File: src/rtl/hci_datamover_initiator.sv
// Strided TCDM read/write burst initiator on one HCI port; folds read data into an XOR checksum.
// Latency: req one cycle after an accepted start, one word per grant, done one cycle after the last response.
// Backpressure: holds req/add/data/wen until gnt; throttles reads at MAX_OUT outstanding. Perf counters: HCI_DATAMOVER_PERF_EN.
module hci_datamover_initiator #(
    parameter int unsigned DW      = 32,
    parameter int unsigned AW      = 32,
    parameter int unsigned LEN_W   = 16,
    parameter int unsigned MAX_OUT = 4
) (
    input  logic             clk_i,
    input  logic             rst_i,
    input  logic             clear_i,
    input  logic             start_i,
    input  logic [AW-1:0]    cfg_base_i,
    input  logic [AW-1:0]    cfg_stride_i,
    input  logic [LEN_W-1:0] cfg_len_i,
    input  logic             cfg_we_i,
    input  logic [DW-1:0]    cfg_seed_i,
    output logic             busy_o,
    output logic             done_o,
    output logic             err_o,
    output logic [DW-1:0]    checksum_o,
    output logic             tcdm_req_o,
    input  logic             tcdm_gnt_i,
    output logic [AW-1:0]    tcdm_add_o,
    output logic             tcdm_wen_o,
    output logic [DW/8-1:0]  tcdm_be_o,
    output logic [DW-1:0]    tcdm_data_o,
    input  logic             tcdm_r_valid_i,
    input  logic [DW-1:0]    tcdm_r_data_i,
    output logic [31:0]      perf_cycles_o,
    output logic [31:0]      perf_stall_o
);
    localparam int unsigned   CW      = $clog2(MAX_OUT + 1);
    localparam logic [CW-1:0] MAX_CNT = CW'(MAX_OUT);

    typedef enum logic [1:0] {IDLE, ISSUE, DRAIN, DONE} state_t;
    state_t state_q, state_d;

    logic [AW-1:0]    add_q, stride_q;
    logic [DW-1:0]    data_q, checksum_q;
    logic [LEN_W-1:0] len_q;
    logic [LEN_W:0]   k_q;
    logic [CW-1:0]    out_cnt_q, out_cnt_d;
    logic             we_q, err_q;
    logic             start_acc, throttle, req, gnt_acc, rd_inc, rd_dec, last_gnt, busy;

    assign start_acc = (state_q == IDLE) && start_i && !clear_i;
    // A response arriving this cycle frees a slot, so the request may stay up.
    assign throttle  = (out_cnt_q == MAX_CNT) && !tcdm_r_valid_i;
    assign req       = (state_q == ISSUE) && !throttle;
    assign gnt_acc   = req && tcdm_gnt_i;
    assign rd_inc    = gnt_acc && !we_q;
    assign rd_dec    = tcdm_r_valid_i && (out_cnt_q != '0);
    assign last_gnt  = gnt_acc && ((k_q + (LEN_W+1)'(1)) == {1'b0, len_q});
    assign busy      = (state_q == ISSUE) || (state_q == DRAIN);

    always_comb begin
        out_cnt_d = out_cnt_q;
        if (rd_inc && !rd_dec)
            out_cnt_d = out_cnt_q + CW'(1);
        else if (!rd_inc && rd_dec)
            out_cnt_d = out_cnt_q - CW'(1);
    end

    always_comb begin
        state_d = state_q;
        unique case (state_q)
            IDLE:    if (start_i) state_d = (cfg_len_i != '0) ? ISSUE : DONE;
            ISSUE:   if (last_gnt) state_d = DRAIN;
            DRAIN:   if (out_cnt_d == '0) state_d = DONE;
            DONE:    state_d = IDLE;
            default: state_d = IDLE;
        endcase
        if (clear_i)
            state_d = IDLE;
    end

    always_ff @(posedge clk_i or posedge rst_i) begin
        if (rst_i) begin
            state_q    <= IDLE;
            add_q      <= '0;
            stride_q   <= '0;
            data_q     <= '0;
            len_q      <= '0;
            we_q       <= 1'b0;
            k_q        <= '0;
            out_cnt_q  <= '0;
            checksum_q <= '0;
            err_q      <= 1'b0;
        end else begin
            state_q <= state_d;
            if (clear_i) begin
                k_q       <= '0;
                out_cnt_q <= '0;
            end else begin
                out_cnt_q <= out_cnt_d;
                if (start_acc) begin
                    add_q    <= cfg_base_i;
                    stride_q <= cfg_stride_i;
                    data_q   <= cfg_seed_i;
                    len_q    <= cfg_len_i;
                    we_q     <= cfg_we_i;
                    k_q      <= '0;
                end else if (gnt_acc) begin
                    add_q  <= add_q + stride_q;
                    data_q <= data_q + DW'(1);
                    k_q    <= k_q + (LEN_W+1)'(1);
                end
            end
            // Checksum and error survive a clear; only a new start wipes them.
            if (start_acc) begin
                checksum_q <= '0;
                err_q      <= 1'b0;
            end else if (tcdm_r_valid_i) begin
                checksum_q <= checksum_q ^ tcdm_r_data_i;
                if (out_cnt_q == '0)
                    err_q <= 1'b1;
            end
        end
    end

`ifdef HCI_DATAMOVER_PERF_EN
    logic [31:0] perf_cycles_q, perf_stall_q;

    always_ff @(posedge clk_i or posedge rst_i) begin
        if (rst_i) begin
            perf_cycles_q <= '0;
            perf_stall_q  <= '0;
        end else if (start_acc) begin
            perf_cycles_q <= '0;
            perf_stall_q  <= '0;
        end else begin
            if (busy && (perf_cycles_q != '1))
                perf_cycles_q <= perf_cycles_q + 32'd1;
            if (req && !tcdm_gnt_i && (perf_stall_q != '1))
                perf_stall_q <= perf_stall_q + 32'd1;
        end
    end

    assign perf_cycles_o = perf_cycles_q;
    assign perf_stall_o  = perf_stall_q;
`else
    assign perf_cycles_o = '0;
    assign perf_stall_o  = '0;
`endif

    assign busy_o      = busy;
    assign done_o      = (state_q == DONE);
    assign err_o       = err_q;
    assign checksum_o  = checksum_q;
    assign tcdm_req_o  = req;
    assign tcdm_add_o  = add_q;
    assign tcdm_wen_o  = ~we_q;
    assign tcdm_be_o   = '1;
    assign tcdm_data_o = data_q;
endmodule

File: config.mk
export PLATFORM = sky130hd
export DESIGN_NAME = hci_datamover_initiator
export DESIGN_NICKNAME = d
export VERILOG_FILES = /design/src/rtl/hci_datamover_initiator.sv
export SDC_FILE = /design/constraint.sdc
export NUM_CORES = 1
export LEC_CHECK = 0
export BUFFER_PORTS_ARGS = -buffer_cell sky130_fd_sc_hd__buf_2
export CORE_MARGIN = 2
export CORE_UTILIZATION = 41
export CTS_CLUSTER_DIAMETER = 40
export DETAILED_ROUTE_END_ITERATION = 8
export PLACE_DENSITY = 0.72
export SYNTH_ARGS = -nofsm -noshare
export SYNTH_HDL_FRONTEND = slang
export SYNTH_SLANG_ARGS = --single-unit
File: constraint.sdc
create_clock -name clk_i -period 4.9 [get_ports clk_i]
set_input_delay 0.245 -clock clk_i [delete_from_list [all_inputs] [get_ports clk_i]]
set_output_delay 0.245 -clock clk_i [all_outputs]
set_load 0.05 [all_outputs]
# == Word level (Yosys, flattened, before mapping) ==
# Cells that the tools add are included.
# op_classes
add_sub_neg,5
eq_ne,8
bitwise_logic,3
muxes,21
reduce_logical,30
# op_table
op,n
32-bit two-way mux,6
17-bit two-way mux,3
32-bit by 1-bit adder with 32-bit output (second input constant),1
32-bit adder,1
32-bit bitwise XOR,1
17-bit by 1-bit adder with 17-bit output (second input constant),1
17-bit by 16-bit equality test with 1-bit output,1
16-bit nonzero test,1
1-bit logical AND,10
2-bit two-way mux,5
3-bit two-way mux,3
2-bit case mux with 4 select lines,1
1-bit logical NOT,6
3-bit logical NOT,2
3-bit inequality test (second input constant),2
2-bit AND reduction,3
2-bit nonzero test,3
3-bit nonzero test,2
2-bit equality test (second input constant),2
3-bit by 1-bit adder with 3-bit output (second input constant),1
3-bit equality test (second input constant),1
1-bit two-way mux,3
3-bit by 2-bit inequality test with 1-bit output (second input constant),1
3-bit AND reduction,1
5 further kinds,6
# word_totals
out_inout_bits,169
register_bits,168
input_bits,151

# == Longest topological paths before layout ==
# Gate-level depths: netlist of the first run.
# depth
ltp_word,14
mapped_depth,12
ltp_nobuf,12

# == Worst setup path before layout of the first run ==
# No wires, ideal clock.
# synth_timing
path_kind,register to register
startpoint,"register add_q[0], in the netlist tcdm_add_o[0]"
endpoint,"register add_q[30], in the netlist tcdm_add_o[30]"
setup_slack_ns,1.869
arrival_ns,2.949
stages_incl_launch_ff,13
period_less_slack_ns,3.031
cell_sequence,dfrtp_1 ha_1 inv_1 fa_1 nand2b_1 a21oi_1 o211ai_1 o21ai_0 nand2_1 o221ai_1 or2_2 mux2_2 o21ai_0
# synth_via
elab_chain_len,3
# synth_rtl
element,line,text
"start, declared",40,"logic [AW-1:0] add_q, stride_q;"
"start signal, assigned",99,add_q <= cfg_base_i;
"start signal, assigned",106,add_q <= add_q + stride_q;
32-bit adder,106,
32-bit two-way mux,105,end else if (gnt_acc) begin
32-bit two-way mux,98,if (start_acc) begin
# Every way passes these cells. The select of a mux whose other input is x is not followed.
# A chain may end at the register's enable or synchronous reset.

# == Final worst setup path of the first run ==
# layout_timing
startpoint,"register add_q[4], in the netlist tcdm_add_o[4]"
endpoint,"register add_q[29], in the netlist tcdm_add_o[29]"
# Same word-level chain as after synthesis.

==> results of run 1 <==
-- how the worst max path moves through the flow --
stage / startpoint / to / slack [ns] / depth (start not counted)
6_report: tcdm_add_o[4]$_DFFE_PP0P_ / tcdm_add_o[29]$_DFFE_PP0P_ / 1.68 / 10
4_1_cts: tcdm_add_o[4]$_DFFE_PP0P_ / tcdm_add_o[29]$_DFFE_PP0P_ / 1.77 / 10
2_1_floorplan: rst_i / checksum_o[0]$_DFFE_PP0P_ / 0.11 / 1
3_5_place_dp: tcdm_add_o[4]$_DFFE_PP0P_ / tcdm_add_o[29]$_DFFE_PP0P_ / 1.80 / 10
5_1_grt: state_q[0]$_DFFE_PP0P_ / tcdm_add_o[1]$_DFFE_PP0P_ / 1.52 / 7
3_3_place_gp: state_q[0]$_DFFE_PP0P_ / tcdm_add_o[1]$_DFFE_PP0P_ / 1.88 / 7
-- kinds of logic after synthesis --
logic type	Yosys count	share of synthesized area
flip-flops	168	0.3980
buffers and inverters	154	0.08421
AND/OR/NAND/NOR	516	0.2162
multiplexers	3	0.003434
XOR/XNOR	98	0.08125
adder cells (fa/ha/maj)	41	0.04927
other	2	0.0007109
AO/OA/AOI/OAI	285	0.1670
-- layer usage --
| layer | GRT usage | wire length [um] | share of wire | vias up |
|---|---|---|---|---|
| met2 | 0.3724 | 14500 | 0.47 | 397 |
| met4 | 0.09407 | 1009 | 0.033 | 0 |
| met5 | 0 | 0 | 0 | - |
| met3 | 0.04244 | 1995 | 0.065 | 65 |
| li1 | - | - | - | 4708 |
| met1 | 0.2932 | 13090 | 0.43 | 4706 |
-- worst min-delay path, cell delays in order --
cell     delay, ns
buf_2         0.07
nand2_1       0.04
nand2_1       0.05
-- per-stage QoR --
step	total power, uW	utilization	hold WS (ns)
floorplan	6880	-	0.3504
global placement	8114	0.4680	0.4214
detailed placement	8200	0.4680	0.4263
CTS	9609	0.4999	0.001475
global route	10290	0.5000	0.01431
finish	9634	0.5000	0.01503
-- flip-flops by register name, indices dropped and copies added, names as in the netlist --
signal,count
we_q,1
tcdm_add_o,32
checksum_o,32
state_q,2
out_cnt_q,3
err_o,1
len_q,16
tcdm_data_o,32
stride_q,32
k_q,17
-- cell usage in the layout, fill, tap and decap left out, types with 11 or more instances in the layout --
cell type and instances:
a211oi_1 12, a21o_1 11, a21oi_1 92, and3_1 12, buf_2 251, buf_4 13, clkbuf_16 17, conb_1 68
dfrtp_1 168, dlygate4sd3_1 21, ha_1 40, inv_1 20, nand2_1 256, nand3_1 33, nand4_1 13, nor2_1 117
nor3_1 25, o211ai_1 12, o21ai_0 71, o22ai_1 18, xnor2_1 34, xor2_1 64
-- power by group --
group	total, uW	internal [uW]	switching, uW
clock	1360	692	671
combinational	5730	1820	3910
sequential	2540	1990	556
-- cell type report --
cell class                      instances  area, um2  share of cell area
Multi-Input combinational cell       1011       5746              0.4550
Sequential cell                       168       4204              0.3329
Antenna cell                            1      2.502           0.0001982
Tap cell                              330      412.9             0.03270
Clock inverter                         15      168.9             0.01338
Clock buffer                           17      425.4             0.03369
Inverter                               21      83.83            0.006639
Timing Repair Buffer                  286       1584              0.1254
-- what timing repair did --
action / in CTS / in global routing
hold buffers: 21 / 0
hold endpoints to repair: 96 / 0
resized for setup: 0 / 0
endpoints found under the setup margin: 0 / 0
==> results_dict.tcl, run 1 <==
set metrics [dict create \
    place_inst 1795 \
    drive_gt1_frac 0.2121 \
    end_kind "flip-flop" \
    r2r_setup_slack_ns 1.68 \
    core_um2 25250 \
    async_flop_share 1.000 \
    drv_cap 0 \
    worstMarginPinSlew_ns 0.8421 \
    postLayoutCellArea_um2 12630 \
    hold_path_class "input pin to flip-flop" \
    crit_chain "ha_1 > o211ai_1 > o21a_1 > a2111oi_2 > o211a_1 > nand2_1 > a31oi_1 > o211ai_1 > o21a_1 > nor3_1" \
    rr_startpoint "tcdm_add_o[4]$_DFFE_PP0P_" \
    tritoncts "done" \
    dpl-instance-area_um2 11820 \
    cp.required_ns 5.25 \
    nets 1697 \
    post_synth_main_area_contributors "dfrtp_1 40%, nand2_1 9.2%, xor2_1 5.3%" \
    insertion_delay_ns 0.44 \
    synth_edf_count 0 \
    layout_min_cycle_time_ns 3.222 \
    slew_headroom 0.4366 \
    antenna_found_initial 1 \
    rsz0062_at_grt "no" \
    path_clk_slew_ns 0.07 \
    p_leak_uw 0.006123 \
    grt_pass1_wl_mm 48.48 \
    critical_path_peak_fanout 4 \
    fin_cells 1849 \
    syn_to_final_growth_pct 19.53 \
    drc_errors 0 \
    postCtsSetupRepairBufs 0 \
    synth_top_area_frac 0.3980 \
    htreeDepth 4 \
    cp_slowest_cell "a2111oi_2" \
    crit_type "flip-flop to flip-flop" \
    drt_iter0_markers 872 \
    start_kind "flip-flop" \
    grt_use_total 0.2263 \
    synth-seq-cells 168 \
    synth.most_common_cell "nand2_1" \
    clock_skew_ns 0.01553 \
    yosysSeqAreaShare 0.3980 \
    setup-tns-final_ns 0 \
    fin_crit_sh 0.6575 \
    fmax_ghz 0.3104 \
    cpLargestDelayFamily "compound AO/OA/AOI/OAI gates" \
    vias_per_cell 5.341 \
    holdCritStartpoint "cfg_stride_i[22]" \
    hold_viol 0 \
    syn_area_um2 10560 \
    synthTopCellsByCount "258 x nand2_1, 168 x dfrtp_1, 118 x nor2_1" \
    pwr_density_cell_nw_per_um2 763.0 \
    grt_pass1_vias 9512 \
    cts_made_buffers 17 \
    ys_warn_count 0 \
    timing.rr.end "tcdm_add_o[29]$_DFFE_PP0P_" \
    fin_ws_ns 1.678 \
    fp.dieArea_um2 27070 \
    avgSynthCellArea_um2 8.338 \
    final_antenna_net_count 0 \
    synth_cell_types 72 \
    portBuffers 251 \
    critPathArrivalTime_ns 3.57 \
    worstRegToRegCells 10 \
    die_w_um 164.5 \
    grt_max_degree 79 \
    synth_top_area_cell "dfrtp_1" \
    status "finished, final reports clean" \
    gp_congestion 0.9278 \
    ctsLongestPathBuffers 2 \
    preCtsSetupSlack_ns 1.796 \
    peakVddDrop_mv 0.4577 \
    die_h_um 164.5 \
    io_pins 320 \
    hold_path_depth 3 \
    cts.sinks 168 \
    max_stage_delay_ns 0.58 \
    fill_cells 2463 \
    setup_violations 0 \
    vias 9876 \
    initial_core_util 0.4183 \
    grt_overflow 0 \
    drt-total-wl_mm 30.60 \
    cts-root-buf "clkbuf_16" \
    holdPathEnd "stride_q[22]$_DFFE_PP0P_" \
    synthFlopType "dfrtp_1" \
    rows 58 \
    synthCells 1267 \
    dpl.hpwl_mm 22.17 \
    worst-path-buf-inv 0 \
    firstDrtPassIters 7 \
    final_max_slew_viol_count 0 \
    detail_route.wl_per_cell_um 16.55 \
]
Note: power is estimated with default switching activity, not from simulation.
==> inputs of run 2 (changes only) <==
--- a/config.mk
+++ b/config.mk
@@ -5,12 +5,13 @@
 export SDC_FILE = /design/constraint.sdc
 export NUM_CORES = 1
 export LEC_CHECK = 0
+export ABC_AREA = 1
 export BUFFER_PORTS_ARGS = -buffer_cell sky130_fd_sc_hd__buf_2
 export CORE_MARGIN = 2
 export CORE_UTILIZATION = 41
 export CTS_CLUSTER_DIAMETER = 40
 export DETAILED_ROUTE_END_ITERATION = 8
-export PLACE_DENSITY = 0.72
+export PLACE_DENSITY = 0.71
 export SYNTH_ARGS = -nofsm -noshare
 export SYNTH_HDL_FRONTEND = slang
 export SYNTH_SLANG_ARGS = --single-unit
==> constraint.sdc (replaced) <==
create_clock -name clk_i -period 2.68 [get_ports clk_i]
set_input_delay 0.134 -clock clk_i [delete_from_list [all_inputs] [get_ports clk_i]]
set_output_delay 0.134 -clock clk_i [all_outputs]
set_load 0.05 [all_outputs]
==> results_dict.tcl, run 2 <==
set metrics [dict create \
    status "finished, final reports clean" \
    path_clk_slew_ns 0.07 \
    critical_path_peak_fanout 3 \
    synth_cell_types 56 \
    grt_overflow 0 \
    hold_path_class "input pin to flip-flop" \
    core_um2 26800 \
    fmax_ghz 0.4136 \
    detail_route.wl_per_cell_um 14.90 \
    insertion_delay_ns 0.43 \
    layout_commonest_cell "nand2_1" \
    avgSynthCellArea_um2 7.243 \
    drc_errors 0 \
    slew_headroom 0.5104 \
    yosysSeqAreaShare 0.3781 \
    cts-root-buf "clkbuf_16" \
    rsz0062_at_grt "no" \
    synth-seq-cells 168 \
    setup_violations 0 \
    max_stage_delay_ns 0.40 \
    grt_pass1_wl_mm 53.15 \
    io_pins 320 \
    drv_cap 0 \
    post-route-util 0.5262 \
    synthFlopType "dfrtp_1" \
    grt_max_degree 110 \
    peakVddDrop_mv 0.6134 \
    start_kind "flip-flop" \
    ys_warn_count 0 \
    final_antenna_net_count 0 \
    timing.rr.end "tcdm_add_o[30]$_DFFE_PP0P_" \
    gp_congestion 0.9011 \
    firstDrtPassIters 5 \
    holdCritStartpoint "cfg_seed_i[24]" \
    end_kind "flip-flop" \
    mostFrequentLayoutCells "390 x nand2_1, 251 x buf_2, 168 x dfrtp_1, 160 x nor2_1, 130 x inv_1" \
    dpl.hpwl_mm 23.69 \
    rr_startpoint "tcdm_add_o[0]$_DFFE_PP0P_" \
    synth_top_area_cell "dfrtp_1" \
    setup-tns-final_ns 0 \
    vias_per_cell 5.090 \
    crit_chain "ha_1 > inv_1 > fa_1 > nand3b_1 > nand2_1 > a21boi_2 > o21ai_2 > nand2_1 > nand2_1 > nand3_1 > nand3_1 > nand2_1 > o21ai_0 > nand2_1" \
    synth_edf_count 0 \
    final_max_slew_viol_count 0 \
    synthCells 1535 \
    synth_top_area_frac 0.3781 \
    holdPathEnd "tcdm_data_o[24]$_DFFE_PP0P_" \
    hold_path_depth 3 \
    synth.most_common_cell "nand2_1" \
    cts_made_buffers 17 \
    cp_slowest_cell "fa_1" \
    worstRegToRegCells 14 \
    tritoncts "done" \
    initial_core_util 0.4148 \
    synthTopCellsByCount "390 x nand2_1, 168 x dfrtp_1, 161 x nor2_1" \
    critPathArrivalTime_ns 2.73 \
    fp.dieArea_um2 28450 \
    cp_common_cell "nand2_1" \
    cp.required_ns 3.00 \
    hold_viol 0 \
    rows 60 \
    grt_pass1_vias 10900 \
    drt_iter0_markers 710 \
    fin_crit_sh 0.9021 \
    layout_min_cycle_time_ns 2.418 \
    htreeDepth 4 \
    portBuffers 251 \
    syn_to_final_growth_pct 26.85 \
    ctsLongestPathBuffers 2 \
    nets 2052 \
    vias 11290 \
    worstMarginPinSlew_ns 0.7278 \
    drive_gt1_frac 0.1810 \
    grt_use_total 0.2292 \
    die_w_um 168.7 \
    clock_skew_ns 0.01210 \
    post_cts_resized 0 \
    syn_area_um2 11120 \
    crit_type "flip-flop to flip-flop" \
    antenna_found_initial 3 \
    drt-total-wl_mm 33.04 \
    r2r_setup_slack_ns 0.26 \
    cts.sinks 168 \
    p_leak_uw 0.007260 \
    async_flop_share 1.000 \
    die_h_um 168.7 \
    post_synth_main_area_contributors "dfrtp_1 38%, nand2_1 13%, o21ai_0 5.5%" \
    pwr_density_cell_nw_per_um2 1236 \
]
==> run 2: changes by cell type after synthesis, moves of 12 or more <==
cell / change
buf_2: +15
o21ai_0: +51
clkbuf_1: -30
and3_1: -12
xnor2_1: -23
xor2_1: -38
nor2_1: +43
nand3_1: +70
inv_1: +110
nand2_1: +132
==> run 2: area by class of cell <==
class / instances / area (um2)
diodes: 4 / 10.01
clock buffers: 18 / 439.2
clock inverters: 14 / 188.9
fillers: 2621 / 12700
inverters: 138 / 524.3
multi-input cells: 1176 / 5931
flip-flops and latches: 168 / 4204
well taps: 341 / 426.7
repair buffers: 359 / 2380
==> run 2: logic make-up after synthesis <==
group           after synthesis  share of synthesized area
simple gates                740                     0.2869
compound gates              289                     0.1445
buf+inv                     257                     0.1119
flops                       168                     0.3781
fa+ha+maj                    41                    0.04682
xor+xnor                     38                    0.03117
other cells                   2                  0.0006755
==> run 2: metrics by stage <==
| stage | std cells | area, um2 | setup WS, ns | hold slack, ns | power [uW] |
|---|---|---|---|---|---|
| 5_1_grt | 2217 | 14100 | 0.05969 | 0.009443 | 18760 |
| 2_1_floorplan | 1601 | 11370 | 0.1537 | 0.1971 | 12150 |
| 4_1_cts | 2214 | 14090 | 0.2728 | 0.001649 | 17460 |
| 3_5_place_dp | 2087 | 12510 | 0.2750 | 0.1888 | 14620 |
| 3_3_place_gp | 2087 | 12510 | 0.2941 | 0.1808 | 14480 |
| 6_report | 2218 | 14100 | 0.2623 | 0.01873 | 17430 |
==> run 2: power by group <==
group	switching (uW)	internal [uW]
combinational	7210	3010
sequential	939	3600
clock	1150	1520
total	9300	8130
==> run 2: what timing repair did <==
item	CTS	global route
endpoints found under the setup margin	0	0
hold buffers	95	0
buffers inserted	0	0
endpoints found under the hold margin	110	0
==> run 2: per-layer routing <==
layer / up-vias / track usage / routed length, um
met4: 0 / 0.06747 / 561
met3: 40 / 0.03273 / 1592
li1: 5568 / - / -
met1: 5341 / 0.2964 / 14540
met2: 340 / 0.3991 / 16350
met5: - / 0 / 0
==> run 2: how the worst max path moves through the flow <==
stage | start | to | slack (ns) | depth (start not counted)
floorplan | tcdm_add_o[0]$_DFFE_PP0P_ | tcdm_add_o[30]$_DFFE_PP0P_ | 0.15 | 14
global placement | tcdm_add_o[0]$_DFFE_PP0P_ | tcdm_add_o[30]$_DFFE_PP0P_ | 0.29 | 14
detailed placement | tcdm_add_o[0]$_DFFE_PP0P_ | tcdm_add_o[30]$_DFFE_PP0P_ | 0.27 | 14
CTS | tcdm_add_o[0]$_DFFE_PP0P_ | tcdm_add_o[30]$_DFFE_PP0P_ | 0.27 | 14
global route | tcdm_add_o[6]$_DFFE_PP0P_ | tcdm_add_o[27]$_DFFE_PP0P_ | 0.06 | 12
finish | tcdm_add_o[0]$_DFFE_PP0P_ | tcdm_add_o[30]$_DFFE_PP0P_ | 0.26 | 14
==> run 2: worst max-delay path: cells and delay by family, from the launching register on <==
family,cells,cell delay (ns)
AOI/OAI and AO/OA,3,0.40
adders and majority gates,2,0.59
buffers and inverters,1,0.06
DFF,1,0.36
and+or+nand+nor,8,0.89
==> inputs of run 3 (changes only) <==
--- a/config.mk
+++ b/config.mk
@@ -7,11 +7,13 @@
 export LEC_CHECK = 0
 export ABC_AREA = 1
 export BUFFER_PORTS_ARGS = -buffer_cell sky130_fd_sc_hd__buf_2
+export CELL_PAD_IN_SITES_DETAIL_PLACEMENT = 1
+export CELL_PAD_IN_SITES_GLOBAL_PLACEMENT = 2
 export CORE_MARGIN = 2
-export CORE_UTILIZATION = 41
+export CORE_UTILIZATION = 26
 export CTS_CLUSTER_DIAMETER = 40
 export DETAILED_ROUTE_END_ITERATION = 8
-export PLACE_DENSITY = 0.71
+export PLACE_DENSITY = 0.8
 export SYNTH_ARGS = -nofsm -noshare
 export SYNTH_HDL_FRONTEND = slang
 export SYNTH_SLANG_ARGS = --single-unit
==> constraint.sdc (replaced) <==
create_clock -name clk_i -period 2.15 [get_ports clk_i]
set_input_delay 0.1075 -clock clk_i [delete_from_list [all_inputs] [get_ports clk_i]]
set_output_delay 0.1075 -clock clk_i [all_outputs]
set_load 0.05 [all_outputs]
==> results_dict.tcl, run 3 (synthesis gave the netlist of run 2 again) <==
set metrics [dict create \
    start_kind "flip-flop" \
    layout_min_cycle_time_ns 2.133 \
    fin_ws_ns 0.01681 \
    cp_slowest_cell "dfrtp_1" \
    worstMarginPinSlew_ns 0.6522 \
    seq_power_share 0.229 \
    grt_max_degree 82 \
    hold_path_class "input pin to flip-flop" \
    p_leak_uw 0.008229 \
    end_kind "flip-flop" \
    drv_cap 0 \
    grt_use_total 0.1969 \
    detail_route.wl_per_cell_um 17.31 \
    critical_path_peak_fanout 4 \
    cts.sinks 168 \
    insertion_delay_ns 0.50 \
    grt_pass1_vias 12970 \
    ctsLongestPathBuffers 2 \
    core_um2 42040 \
    status "finished, final reports clean" \
    syn_to_final_growth_pct 50.00 \
    critPathArrivalTime_ns 2.52 \
    vias 12280 \
    final_max_slew_viol_count 0 \
    cp_common_cell "a21oi_1" \
    die_w_um 210.8 \
    r2r_setup_slack_ns 0.02 \
    fp.dieArea_um2 44430 \
    initial_core_util 0.2645 \
    path_clk_slew_ns 0.07 \
    gp_congestion 0.8733 \
    firstDrtPassIters 5 \
    drt-total-wl_mm 44.93 \
    final_antenna_net_count 0 \
    p_clk_frac 0.118 \
    antenna_found_initial 1 \
    endpoint "tcdm_add_o[30]$_DFFE_PP0P_" \
    setup_violations 0 \
    slew_headroom 0.5652 \
    grt_overflow 0 \
    critPathLaunch "tcdm_add_o[23]$_DFFE_PP0P_" \
    worstRegToRegCells 9 \
    hold_viol 0 \
    mostFrequentLayoutCells "374 x nand2_1, 251 x buf_2, 161 x dfrtp_1, 149 x nor2_1, 144 x dlygate4sd3_1" \
    p_sw_frac 0.5222 \
    combPwrFrac 0.653 \
    final-seq-area_um2 4213 \
    grt_pass1_wl_mm 68.26 \
    switching_power_uw 13370 \
    rr_startpoint "tcdm_add_o[23]$_DFFE_PP0P_" \
    cp.required_ns 2.54 \
    nets 2233 \
    vias_per_cell 4.729 \
    pwr_density_cell_nw_per_um2 1536 \
    max_stage_delay_ns 0.41 \
    tritoncts "done" \
    die_h_um 210.8 \
    fill_cells 5217 \
    clock_skew_ns 0.01006 \
    cts-root-buf "clkbuf_16" \
    rows 75 \
    multi_input_area_um2 6681 \
    io_pins 320 \
    peakVddDrop_mv 0.6794 \
    cts_made_buffers 17 \
    crit_type "flip-flop to flip-flop" \
    rsz0062_at_grt "yes" \
    layout_commonest_cell "nand2_1" \
    p_int_uw 12240 \
    timing.rr.end "tcdm_add_o[30]$_DFFE_PP0P_" \
    drive_gt1_frac 0.2868 \
    preCtsSetupSlack_ns -0.1580 \
    worst-path-buf-inv 0 \
    drc_errors 0 \
    fmax_ghz 0.4688 \
    crit_chain "ha_1 > a21oi_1 > o21ai_0 > a21oi_1 > nand2_1 > a21oi_1 > a21oi_1 > o21ai_1 > nand2_1" \
    drt_iter0_markers 566 \
    critical_path_cell_count 9 \
    dpl.hpwl_mm 31.53 \
    portBuffers 251 \
    cpLargestDelayFamily "compound AO/OA/AOI/OAI gates" \
    post-route-util 0.3967 \
    fin_crit_sh 0.9922 \
    htreeDepth 4 \
]
-- run 3: changes by cell type in the layout (fill, tap and decap cells not counted), moves of 11 or more --
cell / change
o21ai_1: +17
nand3_2: +11
buf_4: +119
nand3_1: -15
a21oi_1: -22
ha_4: +24
a21oi_2: +20
dlygate4sd3_1: +49
nor2_1: -11
nand2_2: +11
o21ai_0: -22
ha_1: -27
nand2_1: -16
-- run 3: how the worst min path moves through the flow --
stage | slack, ns | endpoint | cells after the start | from
6_report | 0.05 | tcdm_add_o[24]$_DFFE_PP0P_ | 4 | cfg_base_i[24]
5_1_grt | 0.06 | tcdm_add_o[30]$_DFFE_PP0P_ | 5 | cfg_base_i[30]
4_1_cts | 0.01 | tcdm_add_o[28]$_DFFE_PP0P_ | 5 | cfg_base_i[28]
3_5_place_dp | 0.21 | tcdm_data_o[31]$_DFFE_PP0P_ | 3 | rst_i
3_3_place_gp | 0.21 | tcdm_data_o[31]$_DFFE_PP0P_ | 3 | rst_i
2_1_floorplan | 0.17 | out_cnt_q[0]$_DFF_PP0_ | 1 | clear_i
-- run 3: layout make-up --
type	instances	share of cell area
clock buffer	25	0.02971
tap	539	0.04044
multi-input combinational	1176	0.4006
timing repair buffer	540	0.2418
sequential	168	0.2526
inverter	138	0.03174
antenna	3	0.0004501
clock inverter	7	0.002626
-- run 3: tightest hold or removal path: cells and delay by family --
| kind | cells | cell delay [ns] |
|---|---|---|
| compound gates | 2 | 0.18 |
| buf+inv | 2 | 0.23 |
-- run 3: metrics by stage --
stage / std cells / cell area, um2 / total power, uW / setup TNS [ns] / hold slack (ns)
floorplan: 1601 / 11410 / 15230 / -17.99 / 0.1706
global placement: 2386 / 13630 / 19940 / -0.1903 / 0.2079
detailed placement: 2386 / 13630 / 20330 / -1.256 / 0.2102
CTS: 2569 / 15880 / 24230 / -0.09015 / 0.01465
global route: 2594 / 16670 / 27540 / -0.9962 / 0.05760
finish: 2596 / 16680 / 25610 / 0 / 0.04790
-- run 3: repair_timing --
item / 4_1_cts / 5_1_grt
buffers inserted: 6 / 20
setup endpoints to repair: 28 / 75
endpoints found under the hold margin: 313 / 0
gates cloned: 1 / 4
resized for setup: 40 / 128
hold buffers: 144 / 0
pin swaps: 14 / 42
-- run 3: power groups by stage --
stage | clock network, uW | registers (uW) | logic (uW)
2_1_floorplan | 0 | 8390 | 6830
3_3_place_gp | 0 | 5630 | 14300
3_5_place_dp | 0 | 5700 | 14600
4_1_cts | 3140 | 5680 | 15400
5_1_grt | 3250 | 6030 | 18300
6_report | 3030 | 5850 | 16700
-- run 3: layer usage --
layer	global-route usage	wire length, um	vias up
li1	-	-	5921
met1	0.2377	19800	6022
met2	0.3412	22390	248
met3	0.03895	1379	85
met4	0.08402	1353	0
met5	0	0	-
